<file path="config.mk">
export PLATFORM = sky130hd
export DESIGN_NAME = clk_div_monitor
export DESIGN_NICKNAME = d
export VERILOG_FILES = /design/src/rtl/clk_div_monitor.sv
export SDC_FILE = /design/constraint.sdc
export NUM_CORES = 1
export LEC_CHECK = 0
export ABC_AREA = 1
export BUFFER_PORTS_ARGS = -buffer_cell sky130_fd_sc_hd__buf_4
export CAP_MARGIN = 20
export CORE_ASPECT_RATIO = 1.5
export CORE_MARGIN = 3
export CORE_UTILIZATION = 55
export CTS_CLUSTER_DIAMETER = 80
export DETAILED_ROUTE_END_ITERATION = 10
export GPL_TIMING_DRIVEN = 0
export PLACE_DENSITY = 0.71
export SLEW_MARGIN = 30
export SYNTH_ARGS = -nofsm -noshare
export SYNTH_HDL_FRONTEND = slang
export SYNTH_SLANG_ARGS = --single-unit
</file>
<file path="constraint.sdc">
create_clock -name clk -period 9.35 [get_ports clk]
set_clock_uncertainty 0.05 [all_clocks]
set_input_delay 0.4675 -clock clk [delete_from_list [all_inputs] [get_ports clk]]
set_output_delay 0.4675 -clock clk [all_outputs]
set_load 0.02 [all_outputs]
</file>
<file path="src/rtl/clk_div_monitor.sv">
// clk_div_monitor
//   On-chip checker for a divided clock. div_clk is sampled on both edges of
//   clk, so each clk cycle yields two half-cycle samples: 'a' (taken at the
//   negedge) and 'b' (taken at the posedge). The pair is registered at one
//   posedge and processed at the next posedge. Period and high time are
//   measured in clk half-cycles and compared against the expected values.
//
// Ports
//   clk         source clock, both edges used for sampling
//   reset       synchronous active-high reset
//   div_clk     divided clock under test, synchronous to clk
//   enable      1 = monitor runs, 0 = measurement state cleared
//   err_clr     one-cycle pulse that clears err (a new error wins)
//   period_hc   last measured period, in half-cycles
//   high_hc     last measured high time, in half-cycles
//   meas_valid  one-cycle pulse when period_hc/high_hc update
//   locked      LOCK_COUNT consecutive matching measurements seen
//   err         sticky mismatch / timeout flag
module clk_div_monitor #(
  parameter int CNT_W      = 8,
  parameter int EXP_PERIOD = 6,
  parameter int EXP_HIGH   = 3,
  parameter int LOCK_COUNT = 4
) (
  input  logic             clk,
  input  logic             reset,
  input  logic             div_clk,
  input  logic             enable,
  input  logic             err_clr,
  output logic [CNT_W-1:0] period_hc,
  output logic [CNT_W-1:0] high_hc,
  output logic             meas_valid,
  output logic             locked,
  output logic             err
);

  localparam int               MC_W     = $clog2(LOCK_COUNT + 1);
  localparam logic [CNT_W-1:0] CNT_MAX  = {CNT_W{1'b1}};
  localparam logic [CNT_W-1:0] EXP_P    = CNT_W'(EXP_PERIOD);
  localparam logic [CNT_W-1:0] EXP_H    = CNT_W'(EXP_HIGH);
  localparam logic [MC_W-1:0]  LOCK_LIM = MC_W'(LOCK_COUNT);

  // Sample capture
  logic s_neg_reg;
  logic pair_a_reg, pair_b_reg, pair_vld_reg;

  // Measurement state
  logic             prev_b_reg, prev_b_next;
  logic             hist_vld_reg, hist_vld_next;
  logic             armed_reg, armed_next;
  logic [CNT_W-1:0] hc_cnt_reg, hc_cnt_next;
  logic [CNT_W-1:0] hi_len_reg, hi_len_next;
  logic             fall_seen_reg, fall_seen_next;
  logic [MC_W-1:0]  match_cnt_reg, match_cnt_next;

  // Output next-state
  logic [CNT_W-1:0] period_next, high_next;
  logic             meas_next, locked_next, err_next;

  // Negedge half of the sample stream.
  always_ff @(negedge clk) begin
    if (reset) s_neg_reg <= 1'b0;
    else       s_neg_reg <= div_clk;
  end

  // Pair capture. pair_vld marks pairs that were taken while enabled, so a
  // pair captured while disabled is never processed after re-enable.
  always_ff @(posedge clk) begin
    if (reset) begin
      pair_a_reg   <= 1'b0;
      pair_b_reg   <= 1'b0;
      pair_vld_reg <= 1'b0;
    end else begin
      pair_a_reg   <= s_neg_reg;
      pair_b_reg   <= div_clk;
      pair_vld_reg <= enable;
    end
  end

  always_comb begin
    logic             prev_s, cur_s;
    logic             tout, meas, is_match;
    logic [CNT_W-1:0] per_v, hi_v;
    logic             err_set;

    prev_b_next    = prev_b_reg;
    hist_vld_next  = hist_vld_reg;
    armed_next     = armed_reg;
    hc_cnt_next    = hc_cnt_reg;
    hi_len_next    = hi_len_reg;
    fall_seen_next = fall_seen_reg;
    match_cnt_next = match_cnt_reg;
    period_next    = period_hc;
    high_next      = high_hc;
    meas_next      = 1'b0;
    locked_next    = locked;
    err_set        = 1'b0;
    tout           = 1'b0;
    meas           = 1'b0;
    is_match       = 1'b0;
    per_v          = period_hc;
    hi_v           = high_hc;
    cur_s          = 1'b0;
    // Without a valid previous sample there is no edge into 'a'.
    prev_s         = hist_vld_reg ? prev_b_reg : pair_a_reg;

    if (!enable) begin
      prev_b_next    = 1'b0;
      hist_vld_next  = 1'b0;
      armed_next     = 1'b0;
      hc_cnt_next    = '0;
      hi_len_next    = '0;
      fall_seen_next = 1'b0;
      match_cnt_next = '0;
      locked_next    = 1'b0;
    end else if (pair_vld_reg) begin
      // Walk the two samples in time order: a, then b.
      for (int i = 0; i < 2; i++) begin
        cur_s = (i == 0) ? pair_a_reg : pair_b_reg;
        if (!prev_s && cur_s) begin
          if (armed_next) begin
            meas  = 1'b1;
            per_v = hc_cnt_next;
            hi_v  = fall_seen_next ? hi_len_next : hc_cnt_next;
          end
          armed_next     = 1'b1;
          hc_cnt_next    = CNT_W'(1);
          fall_seen_next = 1'b0;
        end else if (armed_next) begin
          if (prev_s && !cur_s) begin
            hi_len_next    = hc_cnt_next;
            fall_seen_next = 1'b1;
          end
          // Saturating count; the step into saturation is the timeout.
          if (hc_cnt_next != CNT_MAX) begin
            hc_cnt_next = hc_cnt_next + CNT_W'(1);
            if (hc_cnt_next == CNT_MAX) tout = 1'b1;
          end
        end
        prev_s = cur_s;
      end
      prev_b_next   = pair_b_reg;
      hist_vld_next = 1'b1;

      // A timeout can only precede a rise within one pair, so apply it first.
      if (tout) begin
        match_cnt_next = '0;
        locked_next    = 1'b0;
        err_set        = 1'b1;
      end
      if (meas) begin
        meas_next   = 1'b1;
        period_next = per_v;
        high_next   = hi_v;
        is_match    = (per_v == EXP_P) && (hi_v == EXP_H);
        if (is_match) begin
          if (match_cnt_next != LOCK_LIM) match_cnt_next = match_cnt_next + MC_W'(1);
          locked_next = (match_cnt_next == LOCK_LIM);
        end else begin
          match_cnt_next = '0;
          locked_next    = 1'b0;
          err_set        = 1'b1;
        end
      end
    end

    err_next = err_set ? 1'b1 : (err_clr ? 1'b0 : err);
  end

  always_ff @(posedge clk) begin
    if (reset) begin
      prev_b_reg    <= 1'b0;
      hist_vld_reg  <= 1'b0;
      armed_reg     <= 1'b0;
      hc_cnt_reg    <= '0;
      hi_len_reg    <= '0;
      fall_seen_reg <= 1'b0;
      match_cnt_reg <= '0;
      period_hc     <= '0;
      high_hc       <= '0;
      meas_valid    <= 1'b0;
      locked        <= 1'b0;
      err           <= 1'b0;
    end else begin
      prev_b_reg    <= prev_b_next;
      hist_vld_reg  <= hist_vld_next;
      armed_reg     <= armed_next;
      hc_cnt_reg    <= hc_cnt_next;
      hi_len_reg    <= hi_len_next;
      fall_seen_reg <= fall_seen_next;
      match_cnt_reg <= match_cnt_next;
      period_hc     <= period_next;
      high_hc       <= high_next;
      meas_valid    <= meas_next;
      locked        <= locked_next;
      err           <= err_next;
    end
  end

endmodule

</file>
Word-level counts from Yosys, hierarchy flattened
Cells that the tools add are included.
W data, S select, Z words.
{"block": "totals", "output_inout_bits": 19, "regBits": 46, "elab_cells": 122, "in_bits": 5}
{"block": "op_classes", "mux": 79, "eq_ne": 8, "reduce_logical": 14, "bitwise": 2, "add_sub_neg": 3}
{"cell": "$mux W8", "n": 28}
{"cell": "$mux W1", "n": 41}
{"cell": "$mux W3", "n": 10}
{"cell": "$add A8 B1 Y8 const B", "n": 2}
{"cell": "$eq A8 B8 Y1 const B", "n": 2}
{"cell": "$ne A8 B8 Y1 const B", "n": 2}
{"cell": "$eq A8 B2 Y1 const B", "n": 1}
{"cell": "$eq A8 B3 Y1 const B", "n": 1}
{"cell": "$logic_and A1 B1 Y1", "n": 5}
{"cell": "$reduce_bool A2 Y1", "n": 2}
{"cell": "$add A3 B1 Y3 const B", "n": 1}
{"cell": "$eq A3 B3 Y1 const B", "n": 1}
{"cell": "$logic_not A1 Y1", "n": 3}
{"cell": "$ne A3 B3 Y1 const B", "n": 1}
{"cell": "$reduce_and A3 Y1", "n": 1}
{"cell": "$reduce_or A3 Y1", "n": 1}
{"cell": "$not A1 Y1", "n": 2}
{"cell": "$reduce_and A2 Y1", "n": 1}
{"cell": "$reduce_or A2 Y1", "n": 1}

Longest topological paths before layout
{"block": "depth", "ltp_word": 26, "mapped_depth": 26, "ltp_nobuf": 26}

==> results.json <==
{
  "critPathKind": "in2reg",
  "worst_slack_ps": 3860,
  "ir_worst_vdd_mv": 0.103,
  "crit_fanout": 10,
  "yosys.cell_types.count": 44,
  "drive_gt1_share_pct": 18.2,
  "fp.dieArea_sq_mm": 0.00701,
  "setup_viol": 0,
  "critPathCaptureType": "flip-flop",
  "drt-total-wl_mm": 9.79,
  "overflow": 0,
  "synthCells": 502,
  "io-pin-count": 24,
  "power.internal_uw": 274,
  "switchingPower_uw": 93.5,
  "ys_warn_count": 0,
  "drv_slew": 0,
  "p_sw_share_pct": 25.5,
  "required_ps": 4860,
  "status": "finished, final reports clean",
  "first_global_vias": 3286,
  "cts-root-buf": "clkbuf_8",
  "crit_end": "s_neg_reg$_DFF_N_",
  "synth-seq-area-share_pct": 27.8,
  "clkSinkCount": 46,
  "leakage_uw": 0.00165,
  "timing.reg2reg.worst_path_depth": 2,
  "synth_area_leaders": "dfxtp_1 28%, nand2_1 11%, inv_1 6.5%",
  "drcViolationCount": 0,
  "tns_ps": 0,
  "clkPwrFrac_pct": 39.3,
  "pwr-share-seq_pct": 54.4,
  "cts_tree": "yes",
  "cts_hold_buf": 0,
  "reg2reg_slack_ps": 4110,
  "maxCapViolCount": 0,
  "antennaDiodeCount": 0,
  "relSlewSlack_pct": 59.2,
  "ant_nets": 0,
  "cts_resized": 0,
  "worstHoldStart": "div_clk",
  "syn2layout_area_growth_pct": 11.1,
  "synth_nets": 513,
  "start_util_pct": 56.8,
  "numCtsBuffers": 5,
  "synth_top_area_share_pct": 27.8,
  "grt_max_degree": 16,
  "power_density_mw_per_mm2": 99.8,
  "drtIter0Drc": 244,
  "dp_hpwl_mm": 7.65,
  "cts_setup_buffers": 0,
  "syn_area_sq_mm": 0.00331,
  "vias_per_cell": 5.72,
  "grt_pass1_wl_mm": 16.1,
  "gp_congestion": 0.947,
  "die_height_um": 101,
  "core_area_sq_mm": 0.00583,
  "synth_area_leader_cell": "dfxtp_1",
  "reg2reg_from": "s_neg_reg$_DFF_N_",
  "hp-class": "in2reg",
  "dr.pass1.iters": 5,
  "worstSkewPairLatency_ps": 360,
  "rsz0062_at_grt": "false",
  "hold_viol": 0,
  "antenna_found_initial": 0,
  "worst_hold_path.num_cells": 3,
  "synth_edf_count": 0,
  "syn_area_per_cell_sq_um": 6.60,
  "track_usage_pct": 28.6,
  "wire_per_inst_um": 16.2,
  "synth_most_common_cell": "nand2_1",
  "pre_cts_slack_ps": 3470,
  "vias": 3462,
  "clk_pin_slew_ps": 100,
  "worst_pin_slew_ps": 605,
  "combinationalPowerShare_pct": 6.3,
  "cp.arrival_ps": 1000,
  "ys_top_cells_by_count": "101 x nand2_1, 57 x inv_1, 56 x nor2_1",
  "portBuffers": 23,
  "synth_ff_type": "dfxtp_1",
  "async_flop_share_pct": 0,
  "clock_path_buffers": 2,
  "crit_start": "reset",
  "worstSetupStartpointType": "primary input",
  "cts_max_level": 2,
  "synth-seq-cells": 46,
  "die_w_um": 69.4,
  "rows": 34,
  "reg2reg_to": "pair_a_reg$_SDFF_PP0_",
  "fin_nets": 543
}
## metal layers
layer	global-route usage [%]	part of all wire, %	vias up
met2	50.2	49	118
met3	4.09	5.1	30
li1	-	-	1709
met4	15.3	4.6	0
met1	33.4	41	1605
met5	0	0	-
## stage by stage
stage	util, %	total power, uW	instances	hold slack (ps)	instance area (sq um)
4_1_cts	63.2	369	605	322	3680
5_1_grt	63.2	380	605	334	3680
6_report	63.2	367	605	326	3680
3_5_place_dp	61.4	228	597	419	3580
3_3_place_gp	61.4	228	597	406	3580
2_1_floorplan	-	221	502	395	3310
## worst min path at each step
stage | slack (ps) | end
2_1_floorplan | 400 | hi_len_reg[2]$_SDFFE_PP0P_
3_3_place_gp | 410 | hi_len_reg[2]$_SDFFE_PP0P_
3_5_place_dp | 420 | locked$_SDFFE_PP0P_
4_1_cts | 320 | pair_b_reg$_DFF_P_
5_1_grt | 330 | pair_b_reg$_DFF_P_
6_report | 330 | pair_b_reg$_DFF_P_
## cells in the final DEF (no fill, tap or decap), types with 4 or more instances in the layout
cell and count:
inv_1 57, nand2_2 10, a21oi_1 41, nand3_2 5, o21ai_0 40, o211ai_1 18, ha_1 6, nand3_4 4
clkbuf_8 5, o21ai_1 17, buf_4 26, buf_6 4, nand2_4 4, nand4_1 4, a21oi_2 8, clkbuf_1 8
nand3_1 23, dfxtp_1 46, nor2_1 56, nand2_1 101, inv_2 10
## critical path, stage by stage
cell and delay (ps):
buf_4 90, clkbuf_1 330, nor2_1 110
## power by group through the flow
stage / clock [uW] / combinational (uW) / sequential, uW
floorplan: 1.34 / 15.5 / 204
global placement: 1.34 / 22.7 / 204
detailed placement: 1.34 / 22.8 / 204
CTS: 147 / 22.9 / 200
global route: 154 / 25.7 / 200
finish: 144 / 23.1 / 200
## kinds of logic after synthesis
group / after synthesis / share of synthesized area [%]
simple gates: 220 / 32.6
fa+ha+maj: 6 / 2.27
mux: 1 / 0.302
flops: 46 / 27.8
xor+xnor: 3 / 0.793
buf+inv: 88 / 11.3
compound gates: 138 / 24.9
## cell type report
type | count | area [sq um]
Fill cell | 599 | 2150
Multi-Input combinational cell | 368 | 2020
Sequential cell | 46 | 921
Inverter | 69 | 259
Timing Repair Buffer | 23 | 173
Buffer | 18 | 113
Clock buffer | 6 | 93.8
Tap cell | 72 | 90.1
Clock inverter | 3 | 16.3
Power figures use the tool's default switching activity.
